===== config.mk =====
export PLATFORM = sky130hd
export DESIGN_NAME = claw_motion_ctrl
export DESIGN_NICKNAME = d
export VERILOG_FILES = /design/src/rtl/claw_pkg.sv /design/src/rtl/claw_axis_fsm.sv /design/src/rtl/claw_motion_ctrl.sv
export SDC_FILE = /design/constraint.sdc
export NUM_CORES = 1
export LEC_CHECK = 0
export CORE_MARGIN = 10
export CORE_UTILIZATION = 43
export CTS_BUF_LIST = sky130_fd_sc_hd__clkbuf_4 sky130_fd_sc_hd__clkbuf_8
export DETAILED_ROUTE_END_ITERATION = 6
export PLACE_DENSITY = 0.76
export SLEW_MARGIN = 20
export SYNTH_ARGS = -nofsm -noshare
export SYNTH_HDL_FRONTEND = slang
export SYNTH_HIERARCHICAL = 1
export SYNTH_SLANG_ARGS = --single-unit

===== constraint.sdc =====
create_clock -name clk -period 3 [get_ports clk]
set_input_delay 0.6 -clock clk [delete_from_list [all_inputs] [get_ports clk]]
set_output_delay 0.6 -clock clk [all_outputs]
set_load 0.01 [all_outputs]

===== src/rtl/claw_pkg.sv =====
// Shared state encoding and LED bit positions for the claw motion controller.
package claw_pkg;

  typedef enum logic [1:0] {
    ST_IDLE  = 2'd0,
    ST_FWD   = 2'd1,
    ST_REV   = 2'd2,
    ST_LIMIT = 2'd3
  } axis_state_t;

  localparam int LED_FWD_BIT   = 0;
  localparam int LED_REV_BIT   = 1;
  localparam int LED_LIMIT_BIT = 2;

  function automatic logic is_moving(input axis_state_t s);
    return (s == ST_FWD) || (s == ST_REV);
  endfunction

  function automatic logic [2:0] led_of(input axis_state_t s);
    logic [2:0] v;
    v = 3'b000;
    v[LED_FWD_BIT]   = (s == ST_FWD);
    v[LED_REV_BIT]   = (s == ST_REV);
    v[LED_LIMIT_BIT] = (s == ST_LIMIT);
    return v;
  endfunction

endpackage


===== src/rtl/claw_axis_fsm.sv =====
// One claw axis: IDLE/FWD/REV/LIMIT FSM, optional step timeout, registered decode.
// Timeout logic present only when CLAW_MOVE_TIMEOUT_EN is defined.
module claw_axis_fsm
  import claw_pkg::*;
#(
  parameter int MAX_STEPS = 2000,
  parameter int CNT_W     = 16
) (
  input  logic       clk,
  input  logic       rst,
  input  logic       i_fwd_press,
  input  logic       i_rev_press,
  input  logic       i_limit,
  input  logic       i_step_tick,
  output logic       o_en,
  output logic       o_dir,
  output logic [2:0] o_led
);

  axis_state_t r_state;
  axis_state_t w_nxt;
  logic        w_timeout;
  logic        r_en;
  logic        r_dir;
  logic [2:0]  r_led;

`ifdef CLAW_MOVE_TIMEOUT_EN
  logic [CNT_W-1:0] r_cnt;

  assign w_timeout = i_step_tick && (r_cnt == CNT_W'(MAX_STEPS - 1));

  // Count restarts on any transition so each move gets a fresh step budget.
  always_ff @(posedge clk) begin
    if (rst) begin
      r_cnt <= '0;
    end else if ((w_nxt != r_state) || !is_moving(r_state)) begin
      r_cnt <= '0;
    end else if (i_step_tick) begin
      r_cnt <= r_cnt + 1'b1;
    end
  end
`else
  logic [CNT_W-1:0] w_unused_cfg;
  assign w_unused_cfg = CNT_W'(MAX_STEPS) ^ {{(CNT_W-1){1'b0}}, i_step_tick};
  assign w_timeout    = 1'b0;
`endif

  always_comb begin
    w_nxt = r_state;
    case (r_state)
      ST_IDLE: begin
        if (i_limit)                         w_nxt = ST_LIMIT;
        else if (i_fwd_press && i_rev_press) w_nxt = ST_IDLE;
        else if (i_fwd_press)                w_nxt = ST_FWD;
        else if (i_rev_press)                w_nxt = ST_REV;
      end
      ST_FWD: begin
        if (i_limit)          w_nxt = ST_LIMIT;
        else if (i_fwd_press) w_nxt = ST_IDLE;
        else if (i_rev_press) w_nxt = ST_REV;
        else if (w_timeout)   w_nxt = ST_IDLE;
      end
      ST_REV: begin
        // A held limit does not stop a reverse move: backing off the stop is allowed.
        if (i_rev_press)      w_nxt = ST_IDLE;
        else if (i_fwd_press) w_nxt = i_limit ? ST_LIMIT : ST_FWD;
        else if (w_timeout)   w_nxt = ST_IDLE;
      end
      ST_LIMIT: begin
        if (i_rev_press)   w_nxt = ST_REV;
        else if (!i_limit) w_nxt = ST_IDLE;
      end
      default: w_nxt = ST_IDLE;
    endcase
  end

  always_ff @(posedge clk) begin
    if (rst) begin
      r_state <= ST_IDLE;
      r_en    <= 1'b0;
      r_dir   <= 1'b0;
      r_led   <= 3'b000;
    end else begin
      r_state <= w_nxt;
      r_en    <= is_moving(w_nxt);
      r_led   <= led_of(w_nxt);
      if (w_nxt == ST_FWD)      r_dir <= 1'b1;
      else if (w_nxt == ST_REV) r_dir <= 1'b0;
    end
  end

  assign o_en  = r_en;
  assign o_dir = r_dir;
  assign o_led = r_led;

endmodule


===== src/rtl/claw_motion_ctrl.sv =====
// Two-axis claw motion controller: button edge detect feeding two axis FSMs.
// Optional per-move step timeout enabled by defining CLAW_MOVE_TIMEOUT_EN.
module claw_motion_ctrl
  import claw_pkg::*;
#(
  parameter int MAX_STEPS = 2000,
  parameter int CNT_W     = 16
) (
  input  logic       clk,
  input  logic       rst,
  input  logic       step_tick,
  input  logic [3:0] btn,
  input  logic [1:0] limit,
  output logic [1:0] dir,
  output logic [1:0] en,
  output logic [5:0] LED
);

  logic [3:0] r_btn_q;
  logic [3:0] w_press;
  logic [2:0] w_led0;
  logic [2:0] w_led1;

  // All-ones on reset so a button held through reset is not seen as a press.
  always_ff @(posedge clk) begin
    if (rst) r_btn_q <= 4'b1111;
    else     r_btn_q <= btn;
  end

  assign w_press = btn & ~r_btn_q;

  claw_axis_fsm #(
    .MAX_STEPS (MAX_STEPS),
    .CNT_W     (CNT_W)
  ) u_axis0 (
    .clk         (clk),
    .rst         (rst),
    .i_fwd_press (w_press[0]),
    .i_rev_press (w_press[1]),
    .i_limit     (limit[0]),
    .i_step_tick (step_tick),
    .o_en        (en[0]),
    .o_dir       (dir[0]),
    .o_led       (w_led0)
  );

  claw_axis_fsm #(
    .MAX_STEPS (MAX_STEPS),
    .CNT_W     (CNT_W)
  ) u_axis1 (
    .clk         (clk),
    .rst         (rst),
    .i_fwd_press (w_press[2]),
    .i_rev_press (w_press[3]),
    .i_limit     (limit[1]),
    .i_step_tick (step_tick),
    .o_en        (en[1]),
    .o_dir       (dir[1]),
    .o_led       (w_led1)
  );

  assign LED = {w_led1, w_led0};

endmodule


# == Word-level counts from Yosys, hierarchy flattened ==
# Cells that the tools add are included.
# Widths: inputs -> output; s select.
# word_totals
reg_bits,18
n_memories,0
out_inout_bits,10
romBits,0
ram_bits,0
latchBits,0
# classes
n_eq_ne,12
n_mux,28
multipliers,0
reduce_logical,8
addsub,0
n_div,0
n_lt_le_gt_ge,0
bitwise_logic,2
shift,0
# op_table
operator,count
$mux 2,22
$eq 2x2->1 const B,8
$pmux 2 s4,2
$eq 2x1->1 const B,4
$and 4x4->4,1
$logic_not 2->1,2
$mux 1,4
$not 4->4,1
$reduce_bool 2->1,2
$logic_and 1x1->1,2
$logic_or 1x1->1,2

# == Longest topological paths before layout ==
# Gate-level depths: netlist of run 1.
# logic_depth
word_depth,10
mapped_depth,7
ltp_nobuf,7

# == Cells and area by module ==
# The synthesis of run 1 kept the hierarchy.
# modules_own_cells
mod,n_inst,seq_area_each_um2,area_each_um2,cells_per_inst
claw_axis_fsm,2,140.1,314.1,32
claw_motion_ctrl,1,80.1,130.1,12

# == Worst setup path before layout of run 1 ==
# OpenSTA, ideal clock, no wires.
# synth_path
path_kind,input -> register
startpoint,input port btn[1]
endpoint,register u_axis0.r_dir (netlist: u_axis0/o_dir)
arrival_ps,1823
setup_slack_ps,1063
path_stages,6
setup_time_ps,114
required_time_ps,2886
cell_sequence,nor2b_1 > and3b_1 > nor4_2 > ha_1 > mux2i_1 > nor2_1
# synth_between
elab_chain_len,8
word_cells_on_any_way,15
classes_between,eq/ne (2); mux (10); bitwise (1); reduce/logical (2)
# synth_lines
item,line,source
start: declaration,claw_motion_ctrl.sv:12,"input logic [3:0] btn,"
$and 4x4->4 *,claw_motion_ctrl.sv:30,assign w_press = btn & ~r_btn_q;
$mux 2,claw_axis_fsm.sv:60,else if (i_rev_press) w_nxt = ST_REV;
$mux 2,claw_axis_fsm.sv:54,else if (i_fwd_press) w_nxt = ST_FWD;
$mux 2,claw_axis_fsm.sv:53,else if (i_fwd_press && i_rev_press) w_nxt = ST_IDLE;
$mux 2,claw_axis_fsm.sv:52,if (i_limit) w_nxt = ST_LIMIT;
$pmux 2 s4 *,claw_axis_fsm.sv:50,case (r_state)
$eq 2x1->1 or $eq 2x2->1 (tied branches),"claw_axis_fsm.sv:87, claw_axis_fsm.sv:88",
$mux 1 or $reduce_bool 2->1 (tied branches),--,
end signal: assignment,claw_axis_fsm.sv:81,r_dir <= 1'b0;
end signal: assignment,claw_axis_fsm.sv:87,if (w_nxt == ST_FWD) r_dir <= 1'b1;
end signal: assignment,claw_axis_fsm.sv:88,else if (w_nxt == ST_REV) r_dir <= 1'b0;
end: declaration,claw_axis_fsm.sv:24,logic r_dir;
# Every way passes the cells marked *; elsewhere a longest branch is shown, timed or not.
# A chain may end at the register's enable or synchronous reset.

# == Worst setup path after layout of run 1 ==
# layout_path
startpoint,input port btn[1]
endpoint,register u_axis0.r_dir (netlist: u_axis0/o_dir)
# layout_between
elab_chain_len,8
word_cells_on_any_way,15
classes_between,eq/ne (2); mux (10); bitwise (1); reduce/logical (2)
# layout_lines
item,line,source
$and 4x4->4 *,claw_motion_ctrl.sv:30,
named net w_press[1],claw_motion_ctrl.sv:20,logic [3:0] w_press;
$mux 2,claw_axis_fsm.sv:60,
$mux 2,claw_axis_fsm.sv:54,
$mux 2,claw_axis_fsm.sv:53,
$mux 2,claw_axis_fsm.sv:52,
$pmux 2 s4 *,claw_axis_fsm.sv:50,
$eq 2x1->1 or $eq 2x2->1 (tied branches),"claw_axis_fsm.sv:87, claw_axis_fsm.sv:88",
$mux 1 or $reduce_bool 2->1 (tied branches),--,
# Mark *: on every way through the listed nets, which the timed path passes. The rest lies on a longest branch.

==> impl_metrics.toml, run 1 <==
[grt]
grt_overflow = 0
grt_max_degree = 19
first_global_vias = 534
grt_first_pass_wirelength_um = 2130
antenna_found_initial = 0
track_usage_pct = 7.46

[setup_path]
end_kind = "register"
crit_buf_inv = 1
crit_type = "in2reg"
cp.required_ns = 3.17
crit_arrival_ns = 2.51
critPathMaxFanout = 5
cpMaxStageDelayCell = "clkdlybuf4s50_1"
worstPathCellList = "clkdlybuf4s50_1 -> nor2b_1 -> and3b_1 -> nor4_2 -> ha_1 -> mux2i_1 -> nor2_1"
path_delay_family = "simple AND/OR/NAND/NOR gates"
worst_path_largest_cell_delay_ns = 0.46
start_kind = "input port"

[floorplan]
core_um2 = 1710
row_count = 15
ioPinCount = 19
fp.dieArea_um2 = 3840
die_x_um = 62.0
die_h_um = 62.0
start_util_pct = 44.4

[pwr]
p_int_w = 0.000406
p_comb_share_pct = 22.5
seqPwrFrac_pct = 50.2
max-vdd-ir-drop_uv = 213
p_sw_share_pct = 25.7
powerDensity_nw_per_um2 = 549
p_sw_w = 0.000140
p_leak_nw = 0.407
p_clk_share_pct = 27.2

[route]
drtIter0Drc = 5
first_pass_iters = 4
routed_wl_um = 1370
route.detailed.drc = 0
ant_nets = 0
avgRoutedWirePerCell_um = 11.2
vias = 576
vias_per_cell = 4.72

[cells_and_area]
design_area_um2 = 996
nNetsFinal = 113
n_antenna_cell = 0
layout_commonest_cell = "dfxtp_1"
nFillCells = 157
utilization_pct = 58.3
final_cell_mix = "dfxtp_1 (18), clkdlybuf4s50_1 (17), nor2b_1 (12), nor2_1 (8), ha_1 (6)"
drive_gt1_share_pct = 6.19
areaGrowthSynthToFinish_pct = 31.4

[clock_network]
clock_sinks = 18
cts_setup_buffers = 0
cts_tree = "yes"
root_buffer = "clkbuf_4"
holdBufCountCts = 0
h-tree-depth = 1
clkTransAtPathRegs_ns = 0.10
cts_buffer_depth = 2
ctsResizeCount = 0
numCtsBuffers = 3
clock_latency_ns = 0.29

[run_status]
status = "complete, no violations"

[sta]
worst_slew_pin_slew_ns = 0.577
finalCritPeriodShare_pct = 78.0
timing.setup.tns_ns = 0
maxSlewViolCount = 0
skew_ns = 0.00115
max_slew_margin_pct = 61.4
finalSetupViolations = 0
fmax_mhz = 427
whs_ns = 0.513
fin_crit_ns = 2.34
final_hold_viol_count = 0
grt_setup_unrepaired = "no"

[worst_hold_path]
hold_class = "reg2reg"

[yosys]
synth-seq-cells = 18
synthFlopType = "dfxtp_1"
syn-cell-area_um2 = 758
syn_nets = 91
avgSynthCellArea_um2 = 9.98
yosys_warnings = 6
synth-seq-area-share_pct = 47.5
synth_cells = 76
synth_edf_count = 0
ys_types = 17
async_flop_share_pct = 0

[placement]
place_area_um2 = 960
io_buffers = 17
place_congestion = 0.707
dp_hpwl_um = 1020

[flow_run]
drv_cap = 0
==> power groups by stage <==
stage | clock network (W) | registers (W) | logic, W
final | 0.000149 | 0.000274 | 0.000123
after global routing | 0.000164 | 0.000278 | 0.000137
after CTS | 0.000155 | 0.000275 | 0.000125
after detailed placement | 0 | 0.000280 | 0.000124
after global placement | 0 | 0.000280 | 0.000121
after floorplan | 0 | 0.000287 | 0.0000613
==> state kept, by name, indices dropped and copies added, names as in the netlist <==
name,flops
u_axis1/r_state,2
u_axis0/o_led,3
u_axis1/o_dir,1
u_axis1/o_led,3
r_btn_q,4
u_axis0/r_state,2
u_axis0/o_dir,1
u_axis1/o_en,1
u_axis0/o_en,1
==> stage by stage <==
step	setup slack [ns]	power [W]	cells
floorplan	1.06	0.000348	76
global placement	0.396	0.000400	118
detailed placement	0.345	0.000404	118
CTS	0.669	0.000554	122
global route	0.562	0.000579	122
finish	0.659	0.000547	122
==> worst reg2reg max path: stages (launching register included) <==
cell and delay [ns]:
dfxtp_1 0.31, nor2b_1 0.26, and3b_1 0.23, nor4_2 0.40, ha_1 0.33, mux2i_1 0.16, nor2_1 0.05
==> cells in the mapped netlist, types with 4 or more instances <==
library cell / instances / area share [%]
nand2_1: 4 / 2.0
nor2b_1: 12 / 9.9
nor2_1: 8 / 4.0
ha_1: 6 / 9.9
and2_1: 4 / 3.3
dfxtp_1: 18 / 48
or2_1: 4 / 3.3
==> per-layer routing <==
layer | GRT usage, % | vias to the layer above | share of wire, % | routed length, µm
li1 | - | 299 | - | -
met1 | 6.88 | 255 | 40 | 545
met2 | 13.5 | 20 | 49 | 676
met3 | 1.83 | 2 | 9.8 | 134
met4 | 6.37 | 0 | 0.95 | 13
met5 | 0 | - | 0 | 0
==> path summary, 6_finish.rpt <==
check                      from            end  slack, ns  cells after the start
setup / recovery         btn[1]  u_axis0/o_dir       0.66                      7
hold / removal    u_axis1/o_dir  u_axis1/o_dir       0.51                      2
setup reg to reg     r_btn_q[1]  u_axis0/o_dir       1.15                      6
hold reg to reg   u_axis1/o_dir  u_axis1/o_dir       0.51                      2
==> final cells by class <==
class	instances	area, µm²	share of cell area [%]
Timing Repair Buffer	17	170	17.1
Tap cell	25	31.3	3.14
Clock buffer	4	36.3	3.64
Inverter	2	7.51	0.754
Sequential cell	18	360	36.2
Multi-Input combinational cell	56	390	39.2
==> cells by family (layout without fill, tap and decap cells) <==
family          count (synthesis)  in the layout  synth area share [%]
fa+ha+maj                       6              6                  9.90
compound gates                  8              8                  6.60
flops                          18             18                  47.5
buf+inv                         2             23                 0.990
mux                             2              2                  2.64
simple gates                   40             40                  32.3
No activity file was read; power rests on OpenSTA's default activity.
==> run 2, diff against run 1 <==
--- a/config.mk
+++ b/config.mk
@@ -9,7 +9,7 @@
 export CORE_UTILIZATION = 43
 export CTS_BUF_LIST = sky130_fd_sc_hd__clkbuf_4 sky130_fd_sc_hd__clkbuf_8
 export DETAILED_ROUTE_END_ITERATION = 6
-export PLACE_DENSITY = 0.76
+export PLACE_DENSITY = 0.79
 export SLEW_MARGIN = 20
 export SYNTH_ARGS = -nofsm -noshare
 export SYNTH_HDL_FRONTEND = slang
==> constraint.sdc (replaced) <==
create_clock -name clk -period 1.9 [get_ports clk]
set_input_delay 0.38 -clock clk [delete_from_list [all_inputs] [get_ports clk]]
set_output_delay 0.38 -clock clk [all_outputs]
set_load 0.01 [all_outputs]
==> impl_metrics.toml, run 2 (synthesized netlist as in run 1, its figures left out) <==
[run_status]
status = "complete, no violations"

[pwr]
p_clk_share_pct = 24.5
p_sw_w = 0.000259
p_int_w = 0.000699
powerDensity_nw_per_um2 = 776
p_leak_nw = 0.526
seqPwrFrac_pct = 46.0
p_comb_share_pct = 29.5
max-vdd-ir-drop_uv = 714
p_sw_share_pct = 27.0

[setup_path]
cpMaxStageDelayCell = "clkdlybuf4s50_1"
crit_arrival_ns = 2.00
end_kind = "register"
cp.depth = 8
worstPathCellList = "clkdlybuf4s50_1 -> nor2b_4 -> nor4b_4 -> nor4_4 -> buf_4 -> ha_4 -> mux2i_1 -> nor2_1"
crit_buf_inv = 2
path_delay_family = "buffers and inverters"
start_kind = "input port"
r2r_cells = 7
worst_path_largest_cell_delay_ns = 0.47
critPathMaxFanout = 4
cp.required_ns = 2.07
crit_type = "in2reg"

[route]
ant_nets = 0
first_pass_iters = 4
routed_wl_um = 1700
drtIter0Drc = 6
vias = 635
route.detailed.drc = 0
vias_per_cell = 4.77
avgRoutedWirePerCell_um = 12.8

[clock_network]
numCtsBuffers = 3
h-tree-depth = 1
root_buffer = "clkbuf_4"
clock_sinks = 18
cts_tree = "yes"
clock_latency_ns = 0.29
holdBufCountCts = 0
cts_buffer_depth = 2
clkTransAtPathRegs_ns = 0.10

[grt]
antenna_found_initial = 0
grt_overflow = 0
grt_first_pass_wirelength_um = 2700
grt_max_degree = 19
first_global_vias = 646
track_usage_pct = 9.22

[cells_and_area]
utilization_pct = 72.3
drive_gt1_share_pct = 30.6
nFillCells = 118
top_register = "r_btn_q"
nNetsFinal = 124
fin_cells = 133
layout_commonest_cell = "dfxtp_1"
final_cell_mix = "dfxtp_1 (18), clkdlybuf4s50_1 (14), buf_4 (9), nor2b_1 (8), nor2_1 (8)"
areaGrowthSynthToFinish_pct = 62.9
largest_reg_flops = 4
n_antenna_cell = 0
design_area_um2 = 1230

[sta]
timing.setup.tns_ns = 0
worst_slew_pin_slew_ns = 0.592
finalCritPeriodShare_pct = 96.4
fmax_mhz = 546
finalSetupViolations = 0
maxSlewViolCount = 0
max_slew_margin_pct = 60.4
fin_ws_ns = 0.0676
final_hold_viol_count = 0
skew_ns = 0.00156
fin_crit_ns = 1.83

[floorplan]
die_h_um = 62.0
start_util_pct = 44.4
core_um2 = 1710
die_x_um = 62.0
fp.dieArea_um2 = 3840
ioPinCount = 19
row_count = 15

[placement]
io_buffers = 17
place_inst = 126
dp_slack_ns = -0.425
place_congestion = 0.743
dp_hpwl_um = 1100
place_area_um2 = 1020

[flow_run]
drv_cap = 0

[worst_hold_path]
hold_depth = 2
hold_class = "in2reg"
==> run 2: cell types whose count changed in the layout (fill, tap and decap cells not counted), moves of 3 or more <==
cell / previous run / this run
clkdlybuf4s50_1: 17 / 14
buf_4: 0 / 9
dlymetal6s2s_1: 0 / 3
ha_1: 6 / 2
nor2b_4: 0 / 4
ha_4: 0 / 3
nor2b_1: 12 / 8
==> run 2: cell type report <==
type | instances | area [µm²] | share of cell area, %
Multi-Input combinational cell | 56 | 532 | 43.1
Timing Repair Buffer | 28 | 268 | 21.7
Sequential cell | 18 | 360 | 29.2
Tap cell | 25 | 31.3 | 2.53
Clock buffer | 4 | 36.3 | 2.94
Inverter | 2 | 7.51 | 0.608
==> run 2: power by group through the flow <==
stage,Sequential [W],Clock [W],Combinational [W]
after floorplan,0.000453,0,0.0000968
after global placement,0.000441,0,0.000211
after detailed placement,0.000443,0,0.000218
after CTS,0.000436,0.000243,0.000234
after global routing,0.000446,0.000267,0.000310
final,0.000441,0.000235,0.000283
==> run 2: path summary, 6_finish.rpt <==
kind                 start            end  slack [ns]
max                 btn[2]  u_axis1/o_dir        0.07
min                 btn[0]     r_btn_q[0]        0.31
max reg2reg     r_btn_q[3]  u_axis1/o_dir        0.24
min reg2reg  u_axis0/o_dir  u_axis0/o_dir        0.52
==> run 2: per-stage QoR <==
step           total power, W  hold slack [ns]
6_report             0.000959            0.314
5_1_grt               0.00102            0.307
4_1_cts              0.000912            0.520
3_5_place_dp         0.000661            0.494
3_3_place_gp         0.000652            0.479
2_1_floorplan        0.000550            0.447
==> run 2: worst reg2reg max path, cell delays in order (launching register included) <==
cell	delay [ns]
dfxtp_1	0.34
nor2b_4	0.16
and3b_2	0.24
nor4_4	0.23
buf_4	0.17
ha_4	0.20
mux2i_1	0.15
nor2_1	0.05
==> run 2: what timing repair did <==
action	4_1_cts	5_1_grt
pin swaps	1	7
buffers inserted	0	3
gates cloned	0	0
gates resized for setup	11	22
setup endpoints to repair	5	5
==> run 2: metal layers <==
| layer | GRT usage [%] | vias to the layer above | share of wire [%] | routed length (µm) |
|---|---|---|---|---|
| li1 | - | 320 | - | - |
| met1 | 9.47 | 295 | 42 | 707 |
| met2 | 17.0 | 18 | 50 | 854 |
| met3 | 3.86 | 2 | 7.1 | 121 |
| met4 | 1.91 | 0 | 1.1 | 19 |
| met5 | 0 | - | 0 | 0 |
==> run 3, diff against run 2 <==
--- a/config.mk
+++ b/config.mk
@@ -9,7 +9,8 @@
 export CORE_UTILIZATION = 43
 export CTS_BUF_LIST = sky130_fd_sc_hd__clkbuf_4 sky130_fd_sc_hd__clkbuf_8
 export DETAILED_ROUTE_END_ITERATION = 6
-export PLACE_DENSITY = 0.79
+export PLACE_DENSITY = 0.76
+export REMOVE_ABC_BUFFERS = 1
 export SLEW_MARGIN = 20
 export SYNTH_ARGS = -nofsm -noshare
 export SYNTH_HDL_FRONTEND = slang
==> constraint.sdc (replaced) <==
create_clock -name clk -period 2.25 [get_ports clk]
set_input_delay 0.45 -clock clk [delete_from_list [all_inputs] [get_ports clk]]
set_output_delay 0.45 -clock clk [all_outputs]
set_load 0.01 [all_outputs]
==> impl_metrics.toml, run 3 (synthesized netlist as in run 1, its figures left out) <==
[cells_and_area]
top_register = "r_btn_q"
layout_commonest_cell = "dfxtp_1"
largest_reg_flops = 4
final_cell_mix = "dfxtp_1 (18), clkdlybuf4s50_1 (17), nor2b_1 (12), nor2_1 (8), buf_4 (8)"
utilization_pct = 61.8
areaGrowthSynthToFinish_pct = 39.3
nFillCells = 148
drive_gt1_share_pct = 13.3
nNetsFinal = 121
n_antenna_cell = 0

[floorplan]
fp.dieArea_um2 = 3840
start_util_pct = 44.4
die_x_um = 62.0
die_h_um = 62.0
ioPinCount = 19
core_um2 = 1710
row_count = 15

[route]
drtIter0Drc = 1
ant_nets = 0
wl_met3_um = 84
met2WireLength_um = 701
vias = 587
route.detailed.drc = 0
vias_per_cell = 4.52
routed_wl_um = 1380
avgRoutedWirePerCell_um = 10.6
highest-signal-layer = "met3"
first_pass_iters = 4
drt-met1-wl_um = 589

[sta]
grt_setup_unrepaired = "no"
fin_ws_ns = 0.189
timing.setup.tns_ns = 0
finalCritPeriodShare_pct = 91.6
whs_ns = 0.521
maxSlewViolCount = 0
fin_crit_ns = 2.06
finalSetupViolations = 0
fmax_mhz = 485
final_hold_viol_count = 0
max_slew_margin_pct = 60.4
worst_slew_pin_slew_ns = 0.593
skew_ns = 0.00418

[setup_path]
crit_type = "in2reg"
r2r_cells = 6
crit_arrival_ns = 2.22
cp.required_ns = 2.41
end_kind = "register"
critPathMaxFanout = 3
start_kind = "input port"

[clock_network]
clock_latency_ns = 0.29
clock_sinks = 18
h-tree-depth = 1
holdBufCountCts = 0
cts_buffer_depth = 2
numCtsBuffers = 3
cts_setup_buffers = 0
clkTransAtPathRegs_ns = 0.10
cts_tree = "yes"
root_buffer = "clkbuf_4"
ctsResizeCount = 0

[worst_hold_path]
hold_class = "reg2reg"
hold_depth = 2

[grt]
grt_max_degree = 19
grt_overflow = 0
grt_first_pass_wirelength_um = 2150
first_global_vias = 526
track_usage_pct = 7.56
antenna_found_initial = 0

[run_status]
status = "complete, no violations"

[pwr]
p_leak_nw = 0.445
max-vdd-ir-drop_uv = 388
powerDensity_nw_per_um2 = 704

[placement]
place_congestion = 0.693
dp_slack_ns = -0.139
io_buffers = 17
dp_hpwl_um = 1100

[flow_run]
drv_cap = 0
[run 3: changes by cell type in the layout (fill, tap and decap cells not counted), moves of 2 or more]
cell / change
buf_6: -2
clkdlybuf4s50_1: +3
dlymetal6s2s_1: -3
ha_1: +4
ha_4: -3
nor2b_1: +4
nor2b_4: -4
nor3b_1: +2
nor4_2: +2
nor4_4: -2
nor4b_1: +2
nor4b_4: -2
o21ai_0: +2
[run 3: layout make-up]
type | instances | area [µm²] | share of cell area, %
multi-input cells | 56 | 390 | 37.0
flip-flops and latches | 18 | 360 | 34.1
repair buffers | 25 | 230 | 21.8
clock buffers | 4 | 36.3 | 3.44
well taps | 25 | 31.3 | 2.96
inverters | 2 | 7.51 | 0.711
[run 3: metal layers]
layer / global-route usage [%] / up-vias
met5: 0 / -
met4: 5.73 / 0
met3: 1.42 / 0
met2: 12.7 / 13
met1: 8.19 / 260
li1: - / 314
[run 3: path summary, 6_finish.rpt]
| path | startpoint | end | slack (ns) |
|---|---|---|---|
| min | u_axis0/o_dir | u_axis0/o_dir | 0.52 |
| max reg2reg | r_btn_q[3] | u_axis1/o_dir | 0.53 |
| max | btn[3] | u_axis1/o_dir | 0.19 |
| min reg2reg | u_axis0/o_dir | u_axis0/o_dir | 0.52 |
[run 3: power by group]
group | switching (W) | total [W] | internal [W]
registers | 0.0000154 | 0.000366 | 0.000351
clock network | 0.0000962 | 0.000195 | 0.0000985
logic | 0.0000752 | 0.000183 | 0.000107
[run 3: through the flow]
step	std cells	instance area [µm²]	power, W
2_1_floorplan	76	758	0.000464
3_3_place_gp	126	1020	0.000551
3_5_place_dp	126	1020	0.000558
4_1_cts	130	1060	0.000752
5_1_grt	130	1060	0.000785
6_report	130	1060	0.000743
[run 3: worst max-delay path, stage by stage]
cell	delay, ns
clkdlybuf4s50_1	0.46
nor2b_1	0.20
and3b_1	0.21
nor4_2	0.36
ha_1	0.32
mux2i_1	0.17
nor2_1	0.05
